File: src/rtl/load_store_unit.sv
// -----------------------------------------------------------------------------
// load_store_unit
//
// Sequencer between the MEM-stage pipeline logic and a byte-wide data memory.
// One byte, halfword or word load/store is accepted per transaction. It is
// split into single-byte memory accesses in little-endian order: byte k goes
// to address base + k, with the 32-bit add wrapping. Loads are assembled and
// then sign- or zero-extended. The pipeline is held off (req_ready_o low)
// until the response pulse has been delivered.
//
// Handshake: a request transfers on a rising edge where req_valid_i and
// req_ready_o are both high. All req_* fields are latched at that edge.
// req_ready_o is high only while idle, and req_valid_i is ignored otherwise.
// rsp_valid_o is a one-cycle completion pulse that carries no back-pressure.
//
// Parameters:
//   RD_LATENCY     cycles from a read issue cycle to the cycle in which
//                  mem_data_i[7:0] is valid (1..3)
//
// Ports:
//   clk_i          clock, rising edge
//   rst_i          synchronous active-high reset
//   req_valid_i    request present
//   req_ready_o    unit can accept a request (idle)
//   req_we_i       1 = store, 0 = load
//   req_size_i     00 byte, 01 half, 10/11 word
//   req_unsigned_i loads: 1 zero-extend, 0 sign-extend
//   req_addr_i     byte address of lowest byte
//   req_wdata_i    store data, byte k in [8k+7:8k]
//   rsp_valid_o    one-cycle completion pulse
//   rsp_rdata_o    load result (0 for stores), held until next completion
//   mem_addr_o     byte address to data memory (held outside issue cycles)
//   mem_data_o     write byte in [7:0], upper bits 0
//   mem_signal_o   bit0 write, bit1 read, bit2 always 0
//   mem_data_i     read byte in [7:0]
//   dbg_state_o    current sequencer state (IDLE=0, ISSUE=1, WAIT=2, DONE=3)
// -----------------------------------------------------------------------------
module load_store_unit #(
    parameter int RD_LATENCY = 1
) (
    input  logic        clk_i,
    input  logic        rst_i,
    input  logic        req_valid_i,
    output logic        req_ready_o,
    input  logic        req_we_i,
    input  logic [1:0]  req_size_i,
    input  logic        req_unsigned_i,
    input  logic [31:0] req_addr_i,
    input  logic [31:0] req_wdata_i,
    output logic        rsp_valid_o,
    output logic [31:0] rsp_rdata_o,
    output logic [31:0] mem_addr_o,
    output logic [31:0] mem_data_o,
    output logic [2:0]  mem_signal_o,
    input  logic [31:0] mem_data_i,
    output logic [1:0]  dbg_state_o
);

    typedef enum logic [1:0] {
        S_IDLE  = 2'd0,
        S_ISSUE = 2'd1,
        S_WAIT  = 2'd2,
        S_DONE  = 2'd3
    } state_t;

    // Value of the wait counter on the cycle in which read data is valid.
    localparam logic [1:0] WAIT_LAST = 2'(RD_LATENCY - 1);

    state_t      state_q, state_d;
    logic [1:0]  k_q;          // byte index within the transaction
    logic [1:0]  wcnt_q;       // cycles spent in the current WAIT
    logic        we_q;
    logic        uns_q;
    logic [1:0]  size_q;
    logic [31:0] base_q;
    logic [31:0] wdata_q;
    logic [31:0] asm_q;        // load bytes gathered so far
    logic [31:0] rdata_q;      // response data, changes only entering DONE
    logic [31:0] last_addr_q;  // last address driven during an issue cycle

    logic [1:0]  last_k;
    logic        byte_last;
    logic        wait_last;
    logic [31:0] issue_addr;
    logic [7:0]  wbyte;
    logic [31:0] asm_next;
    logic [31:0] load_result;
    logic        unused_mem_bits;

    assign unused_mem_bits = ^mem_data_i[31:8];

    always_comb begin
        last_k = 2'd3;
        case (size_q)
            2'b00:   last_k = 2'd0;
            2'b01:   last_k = 2'd1;
            default: last_k = 2'd3;
        endcase
    end

    assign byte_last  = (k_q == last_k);
    assign wait_last  = (wcnt_q == WAIT_LAST);
    assign issue_addr = base_q + {30'd0, k_q};
    assign wbyte      = wdata_q[{k_q, 3'b000} +: 8];

    // Incoming byte merged into the assembly register at position k.
    always_comb begin
        asm_next = asm_q;
        asm_next[{k_q, 3'b000} +: 8] = mem_data_i[7:0];
    end

    always_comb begin
        load_result = asm_next;
        case (size_q)
            2'b00:   load_result = uns_q ? {24'd0, asm_next[7:0]}
                                         : {{24{asm_next[7]}}, asm_next[7:0]};
            2'b01:   load_result = uns_q ? {16'd0, asm_next[15:0]}
                                         : {{16{asm_next[15]}}, asm_next[15:0]};
            default: load_result = asm_next;
        endcase
    end

    // State register
    always_ff @(posedge clk_i) begin
        if (rst_i) begin
            state_q <= S_IDLE;
        end else begin
            state_q <= state_d;
        end
    end

    // Next state and outputs
    always_comb begin
        state_d      = state_q;
        req_ready_o  = 1'b0;
        rsp_valid_o  = 1'b0;
        mem_addr_o   = last_addr_q;
        mem_data_o   = 32'd0;
        mem_signal_o = 3'b000;
        case (state_q)
            S_IDLE: begin
                req_ready_o = 1'b1;
                if (req_valid_i) begin
                    state_d = S_ISSUE;
                end
            end
            S_ISSUE: begin
                mem_addr_o = issue_addr;
                if (we_q) begin
                    mem_signal_o = 3'b001;
                    mem_data_o   = {24'd0, wbyte};
                    state_d      = byte_last ? S_DONE : S_ISSUE;
                end else begin
                    mem_signal_o = 3'b010;
                    state_d      = S_WAIT;
                end
            end
            S_WAIT: begin
                if (wait_last) begin
                    state_d = byte_last ? S_DONE : S_ISSUE;
                end
            end
            S_DONE: begin
                rsp_valid_o = 1'b1;
                state_d     = S_IDLE;
            end
            default: state_d = S_IDLE;
        endcase
    end

    // Datapath registers
    always_ff @(posedge clk_i) begin
        if (rst_i) begin
            k_q         <= 2'd0;
            wcnt_q      <= 2'd0;
            we_q        <= 1'b0;
            uns_q       <= 1'b0;
            size_q      <= 2'b00;
            base_q      <= 32'd0;
            wdata_q     <= 32'd0;
            asm_q       <= 32'd0;
            rdata_q     <= 32'd0;
            last_addr_q <= 32'd0;
        end else begin
            case (state_q)
                S_IDLE: begin
                    if (req_valid_i) begin
                        we_q    <= req_we_i;
                        uns_q   <= req_unsigned_i;
                        size_q  <= req_size_i;
                        base_q  <= req_addr_i;
                        wdata_q <= req_wdata_i;
                        k_q     <= 2'd0;
                        wcnt_q  <= 2'd0;
                        asm_q   <= 32'd0;
                    end
                end
                S_ISSUE: begin
                    last_addr_q <= issue_addr;
                    wcnt_q      <= 2'd0;
                    if (we_q) begin
                        k_q <= k_q + 2'd1;
                        if (byte_last) begin
                            rdata_q <= 32'd0;
                        end
                    end
                end
                S_WAIT: begin
                    if (wait_last) begin
                        asm_q <= asm_next;
                        k_q   <= k_q + 2'd1;
                        if (byte_last) begin
                            rdata_q <= load_result;
                        end
                    end else begin
                        wcnt_q <= wcnt_q + 2'd1;
                    end
                end
                default: ;
            endcase
        end
    end

    assign rsp_rdata_o = rdata_q;
    assign dbg_state_o = state_q;

endmodule

File: config.mk
export PLATFORM = sky130hd
export DESIGN_NAME = load_store_unit
export DESIGN_NICKNAME = d
export VERILOG_FILES = /design/src/rtl/load_store_unit.sv
export SDC_FILE = /design/constraint.sdc
export NUM_CORES = 1
export LEC_CHECK = 0
export ABC_CLOCK_PERIOD_IN_PS = 2900
export CELL_PAD_IN_SITES_DETAIL_PLACEMENT = 1
export CELL_PAD_IN_SITES_GLOBAL_PLACEMENT = 1
export CORE_MARGIN = 4
export CORE_UTILIZATION = 32
export DETAILED_ROUTE_END_ITERATION = 12
export PLACE_DENSITY = 0.81
export SLEW_MARGIN = 0
export SYNTH_ARGS = -nofsm -noshare
export SYNTH_HDL_FRONTEND = slang
export SYNTH_SLANG_ARGS = --single-unit
File: constraint.sdc
create_clock -name clk_i -period 2.9 [get_ports clk_i]
set_input_delay 0.725 -clock clk_i [delete_from_list [all_inputs] [get_ports clk_i]]
set_output_delay 0.725 -clock clk_i [all_outputs]
set_load 0.005 [all_outputs]
# After elaboration in Yosys (flattened, before gate mapping)
# Index checks and enable logic that the tools add are counted.
# word_totals
ff_bits,170
out_inout_bits,103
word_cells,72
# op_classes
n_addsub,4
n_eq_ne,11
shift,3
muxes,31
n_reduce_logical,12
# ops
cell,count
two-way mux 32 bit,9
one-hot mux 32 bit (2 select lines),3
adder 32 x 2 -> 32 bit,1
bitwise mux 32 bit,1
"variable shift 8 x 7 -> 32 bit, first input constant",1
indexed part select 32 x 6 -> 8 bit,1
indexed part select 8 x 7 -> 32 bit,1
two-way mux 2 bit,10
two-way mux 8 bit,2
"!= test 2 bit, second input constant",6
one-hot mux 2 bit (3 select lines),2
one-hot mux 2 bit (4 select lines),1
negator 5 -> 7 bit,1
zero test 2 bit,3
AND reduction 3 bit,2
AND reduction 5 bit,1
"adder 2 x 1 -> 2 bit, second input constant",2
"equality test 2 x 1 -> 1 bit, second input constant",2
"equality test 2 bit, second input constant",2
one-hot mux 2 bit (2 select lines),1
AND reduction 2 bit,2
AND reduction 4 bit,1
nonzero test 2 bit,2
nonzero test 3 bit,1
other kinds (2),3

# Logic depth before layout (Yosys ltp)
# logic_depth
word_depth,8
depth_mapped,11

# Least setup slack after synthesis
# No wires, ideal clock.
# synth_timing
path_kind,register to output
startpoint,reg k_q[1]
endpoint,out mem_addr_o[16]
t_arrival_ns,2.127
required_ns,2.175
setup_slack_ns,0.048
path_stages_with_launch,10
n_path_buf,2
cell_sequence,dfxtp_1 buf_6 inv_1 fa_1 nor2b_1 nand3_2 buf_2 o31a_1 nor3_1 nor2_1
# synth_between
elab_chain_len,2
# synth_rtl
item,line_no,rtl
start: declaration,70,logic [1:0] k_q;
start signal: assignment,202,k_q <= k_q + 2'd1;
start signal: assignment,211,k_q <= k_q + 2'd1;
adder 32 x 2 -> 32 bit,103,"assign issue_addr = base_q + {30'd0, k_q};"
two-way mux 32 bit,140,case (state_q)
end: declaration,52,"output logic [31:0] mem_addr_o,"
# Every way passes these cells.

# Final worst setup path
# layout_timing
startpoint,reg base_q[1]
endpoint,out mem_addr_o[28]
# layout_between
elab_chain_len,2
# layout_rtl
item,line_no,rtl
start: declaration,75,logic [31:0] base_q;
start signal: assignment,191,base_q <= req_addr_i;
adder 32 x 2 -> 32 bit,103,
two-way mux 32 bit,140,
# Every way passes these cells.

==> out/qor.yml <==
sta:
  fmax_mhz: 283
  clock-skew-final_ns: 0.0141
  worstMarginPinSlew_ns: 0.783
  setup_viol: 35
  final_hold_viol_count: 0
  rsz0062_at_grt: "true"
  period_needed_ns: 3.53
  slew_headroom_pct: 47.6
  setup_ws_ns: -0.634
  fin_crit_sh_pct: 122
  final_max_slew_viol_count: 0
power:
  power.leakage_nw: 4.59
  irDropWorstVdd_v: 0.000414
  p_total_w: 0.00748
  p_per_area_mw_per_mm2: 629
route:
  ant_nets: 0
  firstDrtPassIters: 5
  vias_per_cell: 5.13
  drt_iter0_drc: 491
  drc: 0
  wirelength_um: 30300
  post_drt_wl_per_cell_um: 19.4
  vias: 8022
floorplan:
  die_w_um: 166
  num_rows: 57
  fp.dieH_um: 166
  coreArea_mm2: 0.0244
  design.portCount: 206
  die-area_mm2: 0.0275
  start_util_pct: 32.7
run_status:
  violations: "negative setup slack"
  status: "finished, violations left"
worst_setup_path:
  reg2reg_to: "last_addr_q[20]"
  reg2reg_slack_ns: -0.39
  cpPeakStageDelay_ns: 0.41
  worstPathMaxFanout: 4
  reg2reg_from: "base_q[1]"
  r2r_cells: 19
  start_kind: "flop"
  crit_slowest_cell: "dfxtp_1"
  critical_path_class: "reg -> out"
  cp-end-kind: "output pin"
  worstPathArrival_ns: 2.81
  crit_required_ns: 2.17
  crit_chain: "inv_1 -> fa_2 -> nor2b_4 -> buf_12 -> nand3_4 -> buf_6 -> nor4_4 -> mux2i_2 -> nor2_1 -> buf_2"
min_path:
  holdPathStages: 2
  min-delay-start: "asm_q[25]"
  holdCritPathClass: "reg -> reg"
  min_to: "asm_q[25]"
global_route:
  overflow: 0
  antenna_found_initial: 5
  grt_pass1_wl_um: 44300
  track_usage_pct: 19.7
  grt_pass1_vias: 8157
  grt_start_max_net_pins: 148
yosys:
  netlist_top_cells_area: "dfxtp_1, nand2_1, a21oi_1"
  netlist_area_mm2: 0.00797
  post-synth-top-count-cell: "nand2_1"
  synth_largest_area_cell: "dfxtp_1"
  synth-edff-count: 0
  syn_inst: 970
  syn_avg_cell_area_um2: 8.22
  synth_cell_type_count: 56
  yosysSeqAreaShare_pct: 42.7
  netlist_top_cells_count: "nand2_1, dfxtp_1, a21oi_1, nor2_1, clkbuf_1"
  ys_ff_latch: 170
  synth_warnings: 0
  async_flop_share_pct: 0
  synth_ff_type: "dfxtp_1"
  synth_top_area_share_pct: 42.7
clock_tree:
  clock_sinks: 170
  holdBufCountCts: 0
  clock-root-buffer: "clkbuf_16"
  htreeDepth: 4
  numCtsBuffers: 17
  cts.path.max_buffers: 2
  clkTransAtPathRegs_ns: 0.07
  cts_tree: "done"
  insertion_delay_ns: 0.43
cells_and_area:
  syn2layout_area_growth_pct: 49.2
  nets: 1339
  layout-drive-gt1-share_pct: 25.3
  nFillCells: 2885
  fin_cells: 1563
  utilization_pct: 48.7
placement:
  dp_slack_ns: -0.460
  place.gp.congestion: 0.807
  dp_cells: 1454
  hpwlAfterDp_um: 17100
  port_buffers: 156
job:
  maxCapViolations: 0
worst max-delay path, delay by kind of cell, from the launching register on:
| family | cells | cell delay, ns |
|---|---|---|
| fa+ha+maj | 1 | 0.40 |
| mux | 1 | 0.35 |
| buf+inv | 4 | 0.52 |
| simple gates | 4 | 0.68 |
| flops | 1 | 0.41 |
cells by family (layout without fill, tap and decap cells):
family          after synthesis  in the layout  synth area share [%]
compound gates              234            234                  18.2
xor+xnor                     22             22                  2.51
fa+ha+maj                    13             13                  2.14
buf+inv                     117            357                  7.49
flops                       170            170                  42.7
mux                          17             17                  3.45
other cells                   1             29                0.0471
simple gates                396            397                  23.4
placed cells by master (no fill, tap or decap), types with 9 or more instances in the layout:
master and n:
a211oi_1 18, a21oi_1 105, a21oi_2 15, a22o_1 24
a22oi_1 35, buf_2 27, buf_4 110, buf_6 32
clkbuf_16 17, clkdlybuf4s50_1 124, conb_1 25, dfxtp_1 166
ha_1 9, inv_1 23, nand2_1 190, nand2b_1 20
nor2_1 70, nor2b_1 33, nor3_1 10, o21ai_0 20
xnor2_2 11
power breakdown:
group          total, W  switching [W]  internal (W)  leakage [nW]
Clock           0.00254        0.00108       0.00147         0.303
Combinational   0.00226        0.00127      0.000992          2.90
Sequential      0.00268       0.000133       0.00254          1.39
Total           0.00748        0.00248       0.00500          4.59
how the worst max path moves through the flow:
stage	start	depth (start not counted)	slack, ns	end
after floorplan	k_q[1]	9	0.05	mem_addr_o[16]
after global placement	k_q[0]	10	-0.41	mem_addr_o[16]
after detailed placement	k_q[0]	10	-0.46	mem_addr_o[24]
after CTS	base_q[0]	11	-0.49	mem_addr_o[24]
after global routing	base_q[1]	12	-0.73	mem_addr_o[18]
final	base_q[1]	10	-0.63	mem_addr_o[28]
area by class of cell:
class	count	area, um2	share of cell area [%]
tap	324	405	3.41
sequential	170	3410	28.7
antenna	4	10.0	0.0842
clock inverter	14	210	1.77
multi-input combinational	708	4630	39.0
timing repair buffer	301	2700	22.7
clock buffer	17	425	3.58
inverter	25	93.8	0.789
layer usage:
metal | vias up | global-route usage (%) | part of all wire [%]
met4 | 2 | 9.47 | 4.5
li1 | 3777 | - | -
met1 | 3933 | 24.3 | 42
met3 | 83 | 3.21 | 3.3
met2 | 227 | 33.7 | 50
met5 | - | 0 | 0.043
sequential cells by signal, summed over array words and instances, names as in the netlist, 2 cells and up:
register     flops
k_q              2
dbg_state_o      2
wcnt_q           2
size_q           2
base_q          32
asm_q           32
rsp_rdata_o     32
last_addr_q     32
wdata_q         32
timing repair:
item,4_1_cts,5_1_grt
pin swaps,62,41
setup buffers,61,24
endpoints found under the setup margin,41,56
cloned,1,0
gates resized for setup,209,61
per-stage QoR:
step                instance area [um2]  TNS [ns]  hold WS (ns)
global route                      11900    -12.34         0.477
CTS                               11500     -6.80         0.451
floorplan                          8060         0         0.427
detailed placement                10100     -7.24         0.441
global placement                  10100     -6.15         0.433
finish                            11900     -8.64         0.451
Power figures use the tool's default switching activity.
